<file path="src/rtl/dbus_pkg.sv">
// Shared types and helpers for the data-bus controller.
package dbus_pkg;

  localparam int IO_AW = 16;

  typedef enum logic [1:0] {
    ST_IDLE    = 2'd0,
    ST_RAM_RD  = 2'd1,
    ST_IO_WAIT = 2'd2,
    ST_IO_RESP = 2'd3
  } dbus_state_e;

  // Bit 31 selects the peripheral bus; everything below is SRAM (aliased).
  function automatic logic is_io(input logic [31:0] addr);
    return addr[31];
  endfunction

endpackage

</file>
<file path="src/rtl/dbus_ctrl.sv">
// Data-bus controller: routes core loads/stores to the data SRAM or to the
// peripheral bus (with wait states and a timeout), and generates the
// core-side ready strobes and read data.
module dbus_ctrl
  import dbus_pkg::*;
#(
  parameter int          RAM_AW     = 12,
  parameter int          IO_TIMEOUT = 16,
  parameter logic [31:0] ERR_RDATA  = 32'h0
) (
  input  logic              clk,
  input  logic              rstb,
  // core side
  input  logic [31:0]       d_addr,
  input  logic              d_rd_req,
  input  logic              d_wr_req,
  input  logic [3:0]        d_be,
  input  logic [31:0]       d_wr_data,
  output logic              d_rd_ready,
  output logic              d_wr_ready,
  output logic [31:0]       d_rd_data,
  // data SRAM
  output logic              ram_cs,
  output logic              ram_we,
  output logic [3:0]        ram_be,
  output logic [RAM_AW-1:0] ram_addr,
  output logic [31:0]       ram_wdata,
  input  logic [31:0]       ram_rdata,
  // peripheral bus
  output logic              io_req,
  output logic              io_we,
  output logic [IO_AW-1:0]  io_addr,
  output logic [3:0]        io_be,
  output logic [31:0]       io_wdata,
  input  logic              io_ack,
  input  logic [31:0]       io_rdata,
  // timeout reporting
  output logic              err_valid,
  output logic [31:0]       err_addr
);

  localparam int CW = (IO_TIMEOUT > 2) ? $clog2(IO_TIMEOUT) : 1;
  localparam logic [CW-1:0] CNT_LAST = CW'(IO_TIMEOUT - 1);

  dbus_state_e state_q, state_d;
  logic [CW-1:0] cnt_q, cnt_d;
  logic          io_req_q, io_req_d;
  logic          io_we_q, io_we_d;
  logic [3:0]    io_be_q, io_be_d;
  logic [31:0]   io_wdata_q, io_wdata_d;
  logic [31:0]   addr_q, addr_d;     // full address of the IO access, for err_addr
  logic [31:0]   rdata_q, rdata_d;   // captured peripheral read data
  logic          err_valid_q, err_valid_d;
  logic [31:0]   err_addr_q, err_addr_d;

  assign io_req    = io_req_q;
  assign io_we     = io_we_q;
  assign io_addr   = addr_q[IO_AW-1:0];
  assign io_be     = io_be_q;
  assign io_wdata  = io_wdata_q;
  assign err_valid = err_valid_q;
  assign err_addr  = err_addr_q;

  // State and registered peripheral/error fields.
  always_ff @(posedge clk) begin
    if (!rstb) begin
      state_q     <= ST_IDLE;
      cnt_q       <= '0;
      io_req_q    <= 1'b0;
      io_we_q     <= 1'b0;
      io_be_q     <= '0;
      io_wdata_q  <= '0;
      addr_q      <= '0;
      rdata_q     <= '0;
      err_valid_q <= 1'b0;
      err_addr_q  <= '0;
    end else begin
      state_q     <= state_d;
      cnt_q       <= cnt_d;
      io_req_q    <= io_req_d;
      io_we_q     <= io_we_d;
      io_be_q     <= io_be_d;
      io_wdata_q  <= io_wdata_d;
      addr_q      <= addr_d;
      rdata_q     <= rdata_d;
      err_valid_q <= err_valid_d;
      err_addr_q  <= err_addr_d;
    end
  end

  // Next-state logic plus the combinational SRAM strobes and core responses.
  always_comb begin
    state_d     = state_q;
    cnt_d       = cnt_q;
    io_req_d    = io_req_q;
    io_we_d     = io_we_q;
    io_be_d     = io_be_q;
    io_wdata_d  = io_wdata_q;
    addr_d      = addr_q;
    rdata_d     = rdata_q;
    err_valid_d = 1'b0;
    err_addr_d  = err_addr_q;
    ram_cs      = 1'b0;
    ram_we      = 1'b0;
    ram_be      = '0;
    ram_addr    = '0;
    ram_wdata   = '0;
    d_rd_ready  = 1'b0;
    d_wr_ready  = 1'b0;
    d_rd_data   = '0;

    unique case (state_q)
      ST_IDLE: begin
        if (d_rd_req || d_wr_req) begin
          if (is_io(d_addr)) begin
            // Read wins when both are pending; the write is a later access.
            io_req_d   = 1'b1;
            io_we_d    = ~d_rd_req;
            addr_d     = d_addr;
            io_be_d    = d_be;
            io_wdata_d = d_wr_data;
            cnt_d      = '0;
            state_d    = ST_IO_WAIT;
          end else if (d_rd_req) begin
            ram_cs   = 1'b1;
            ram_addr = d_addr[RAM_AW+1:2];
            state_d  = ST_RAM_RD;
          end else begin
            // Zero-wait store: the SRAM write and the ready share a cycle.
            ram_cs     = 1'b1;
            ram_we     = 1'b1;
            ram_be     = d_be;
            ram_addr   = d_addr[RAM_AW+1:2];
            ram_wdata  = d_wr_data;
            d_wr_ready = 1'b1;
          end
        end
      end
      ST_RAM_RD: begin
        d_rd_ready = 1'b1;
        d_rd_data  = ram_rdata;
        state_d    = ST_IDLE;
      end
      ST_IO_WAIT: begin
        cnt_d = cnt_q + 1'b1;
        // An ack on the last allowed cycle still counts as success.
        if (io_ack) begin
          rdata_d  = io_rdata;
          io_req_d = 1'b0;
          state_d  = ST_IO_RESP;
        end else if (cnt_q == CNT_LAST) begin
          rdata_d     = ERR_RDATA;
          io_req_d    = 1'b0;
          err_valid_d = 1'b1;
          err_addr_d  = addr_q;
          state_d     = ST_IO_RESP;
        end
      end
      ST_IO_RESP: begin
        if (io_we_q) begin
          d_wr_ready = 1'b1;
        end else begin
          d_rd_ready = 1'b1;
          d_rd_data  = rdata_q;
        end
        state_d = ST_IDLE;
      end
      default: state_d = ST_IDLE;
    endcase

    // Keep every combinational output quiet while reset is held.
    if (!rstb) begin
      ram_cs     = 1'b0;
      ram_we     = 1'b0;
      ram_be     = '0;
      ram_addr   = '0;
      ram_wdata  = '0;
      d_rd_ready = 1'b0;
      d_wr_ready = 1'b0;
      d_rd_data  = '0;
    end
  end

endmodule

</file>
<file path="config.mk">
export PLATFORM = sky130hd
export DESIGN_NAME = dbus_ctrl
export DESIGN_NICKNAME = d
export VERILOG_FILES = /design/src/rtl/dbus_pkg.sv /design/src/rtl/dbus_ctrl.sv
export SDC_FILE = /design/constraint.sdc
export NUM_CORES = 1
export LEC_CHECK = 0
export ABC_AREA = 1
export CAP_MARGIN = 5
export CORE_ASPECT_RATIO = 1.5
export CORE_UTILIZATION = 30
export DETAILED_ROUTE_END_ITERATION = 6
export GPL_TIMING_DRIVEN = 0
export PLACE_DENSITY = 0.6
export SKIP_LAST_GASP = 1
export SYNTH_ARGS = -nofsm -noshare
export SYNTH_HDL_FRONTEND = slang
export SYNTH_SLANG_ARGS = --single-unit
</file>
<file path="constraint.sdc">
create_clock -name clk -period 1.7 [get_ports clk]
set_input_delay 0.34 -clock clk [delete_from_list [all_inputs] [get_ports clk]]
set_output_delay 0.34 -clock clk [all_outputs]
set_load 0.1 [all_outputs]
</file>
==> impl_metrics.tcl <==
set metrics [dict create \
    synth-seq-area-share_pct 46.6 \
    cp.arrival_ps 2010 \
    rsz0062_at_grt "true" \
    r2r-start "state_q[1]" \
    remaining_drc_errors 0 \
    grt_pass1_wl_mm 39.6 \
    fin_area_um2 12700 \
    p_leak_nw 5.00 \
    synth_mux_area_share_pct 0 \
    hold_depth 2 \
    path_class "reg2out" \
    cp_cell_sequence "inv_4, ha_4, inv_2, nor2_4, nand4_4, buf_12, clkbuf_16, nor2_4, buf_12" \
    post-route-util_pct 64.1 \
    grt_max_degree 17 \
    cts_tree "built" \
    hold_viol 0 \
    dpl_cell_area_um2 10500 \
    grt_usage_pct 24.9 \
    fin_nets 1361 \
    fin_crit_ps 2350 \
    start_kind "flip-flop" \
    synth.avg_cell_area_um2 7.14 \
    die_width_um 118 \
    tightest_slew_ps 587 \
    grt_pass1_vias 7175 \
    synth_largest_area_cell "dfxtp_1" \
    yosysWarnings 0 \
    place_inst 1415 \
    io_buffers 306 \
    setup_viol 84 \
    drv_slew 0 \
    crit_path_max_incr_delay_ps 360 \
    cp-endpoint "ram_wdata[17]" \
    synth_top_cells_by_count "nor2_1, dfxtp_1, a21oi_1" \
    syn_nets 992 \
    numCtsBuffers 17 \
    synth.top_cell.area_share_pct 46.6 \
    finClkSkew_ps 12.8 \
    synthAdderAreaFrac_pct 1.24 \
    num_vias 7093 \
    powerDensity_nw_per_um2 1130 \
    antenna_found_initial 1 \
    ys_types 20 \
    num_io_pins 308 \
    synthesis.area_um2 6060 \
    synth-simple-area-share_pct 22.7 \
    ys.flop_type "dfxtp_1" \
    synth-compound-area-share_pct 18.2 \
    timing.rr.end "io_wdata[23]" \
    clock-sinks 141 \
    coreArea_um2 19800 \
    cts-root-buf "clkbuf_16" \
    cts.clk_slew.worst_paths_ps 60 \
    synth_edf_count 0 \
    routed_wl_mm 26.2 \
    hpwl_mm 18.7 \
    syn_inst 849 \
    status "finished with violations" \
    peakVddDrop_mv 1.03 \
    synthXorXnorAreaFrac_pct 0 \
    antenna_left 0 \
    synthArstFlopShare_pct 0 \
    crit_path_end_kind "primary output" \
    stdcell_count 1492 \
    critPathRequiredTime_ps 1360 \
    grt_overflow 0 \
    crit_start "state_q[1]" \
    final.period_utilization_pct 138 \
    worstPathMaxFanout 7 \
    vias_per_cell 4.75 \
    fin_ws_ps -654 \
    synth.most_common_cell "nor2_1" \
    synth_top_family_by_area "simple AND/OR/NAND/NOR gates" \
    rows 63 \
    h-tree-depth 4 \
    die_h_um 176 \
    drive_gt1_share_pct 38.8 \
    rr_worst_depth 9 \
    cp_slowest_cell "dfxtp_4" \
    fmax_mhz 425 \
    die_area_um2 20800 \
    start_util_pct 30.6 \
    syn2layout_area_growth_pct 109 \
    routedWlPerCell_um 17.5 \
    violations "negative setup slack" \
    finalPower_mw 14.3 \
    synthTopCellsByArea "dfxtp_1, nor2_1, a21oi_1, nand3_1, nand2_1" \
    drt_iter0_markers 216 \
    insertion_delay_ps 420 \
    dr.pass1.iters 4 \
    routabilityCongestion 0.799 \
    cts_buffer_depth 2 \
    slew_headroom_pct 60.9 \
    ys_ff_latch 141 \
    hold_class "reg2reg" \
    cap_violations 0 \
    reg2reg_slack_ps 60 \
]
==> layout make-up <==
| cell class | instances | area [um2] |
|---|---|---|
| tap | 260 | 325 |
| timing repair buffer | 355 | 4350 |
| sequential | 141 | 2830 |
| fill | 1712 | 7110 |
| clock inverter | 14 | 129 |
| multi-input combinational | 562 | 3720 |
| clock buffer | 18 | 439 |
| buffer | 75 | 613 |
| antenna | 1 | 2.50 |
| inverter | 66 | 263 |
==> metrics by stage <==
stage / TNS [ps] / hold slack, ps / worst slack, ps
3_3_place_gp: -145100 / 454 / -1800
6_report: -46670 / 465 / -654
2_1_floorplan: -23830 / 421 / -495
4_1_cts: -46640 / 458 / -699
3_5_place_dp: -148590 / 460 / -1810
5_1_grt: -52910 / 482 / -724
==> report_power, final <==
group          internal (mW)  total (mW)  switching (mW)
clock                   1.97        3.60            1.63
combinational           2.21        6.73            4.52
sequential              3.71        3.98           0.262
total                   7.89        14.3            6.41
==> cells in the final DEF, fill, tap and decap left out, drive strengths merged <==
master         instances
dfxtp                141
nand4                  3
buf                  205
diode                  1
clkbuf                56
nand3                 71
clkdlybuf4s18         31
clkinvlp               3
inv                   71
o21ai                102
nand2                 92
ha                     6
clkdlybuf4s50        135
nor2                 170
clkinv                 6
a21oi                118
clkdlybuf4s15         21
==> registers in the layout, indices dropped and copies added (netlist names), 2 cells and up <==
name      flops
rdata_q      32
state_q       2
err_addr     32
io_be         4
addr_q       32
io_wdata     32
cnt_q         4
==> cell families (layout without fill, tap and decap cells) <==
logic type      Yosys count  count (layout)
flops                   141             141
compound gates          220             220
other cells               0               1
simple gates            336             336
buf+inv                 146             528
fa+ha+maj                 6               6
==> metal layers <==
metal  global-route usage (%)  wire (um)
met5                        0          0
met4                     10.0        837
met3                     8.04       1940
met2                     48.6      14600
met1                     23.5       8800
==> timing repair <==
action                     4_1_cts  5_1_grt
hold endpoints to repair         0        0
cloned                           5        3
pin swaps                       21       39
setup endpoints to repair      210      196
buffers inserted                16       28
resized for setup             1106      159
hold buffers                     0        0
==> worst min path at each step <==
stage | from | endpoint | slack, ps
6_report | io_req | io_req | 470
5_1_grt | io_rdata[10] | rdata_q[10] | 480
4_1_cts | rstb | cnt_q[0] | 460
3_5_place_dp | io_req | io_req | 460
3_3_place_gp | io_req | io_req | 450
2_1_floorplan | d_rd_req | io_we | 420
==> critical path: cells and delay by family (launching register included) <==
kind	cells	cell delay (ps)
buffers and inverters	5	640
flip-flops	1	360
AND/OR/NAND/NOR	3	460
adder cells (fa/ha/maj)	1	130
(Power assumes the default switching activity.)
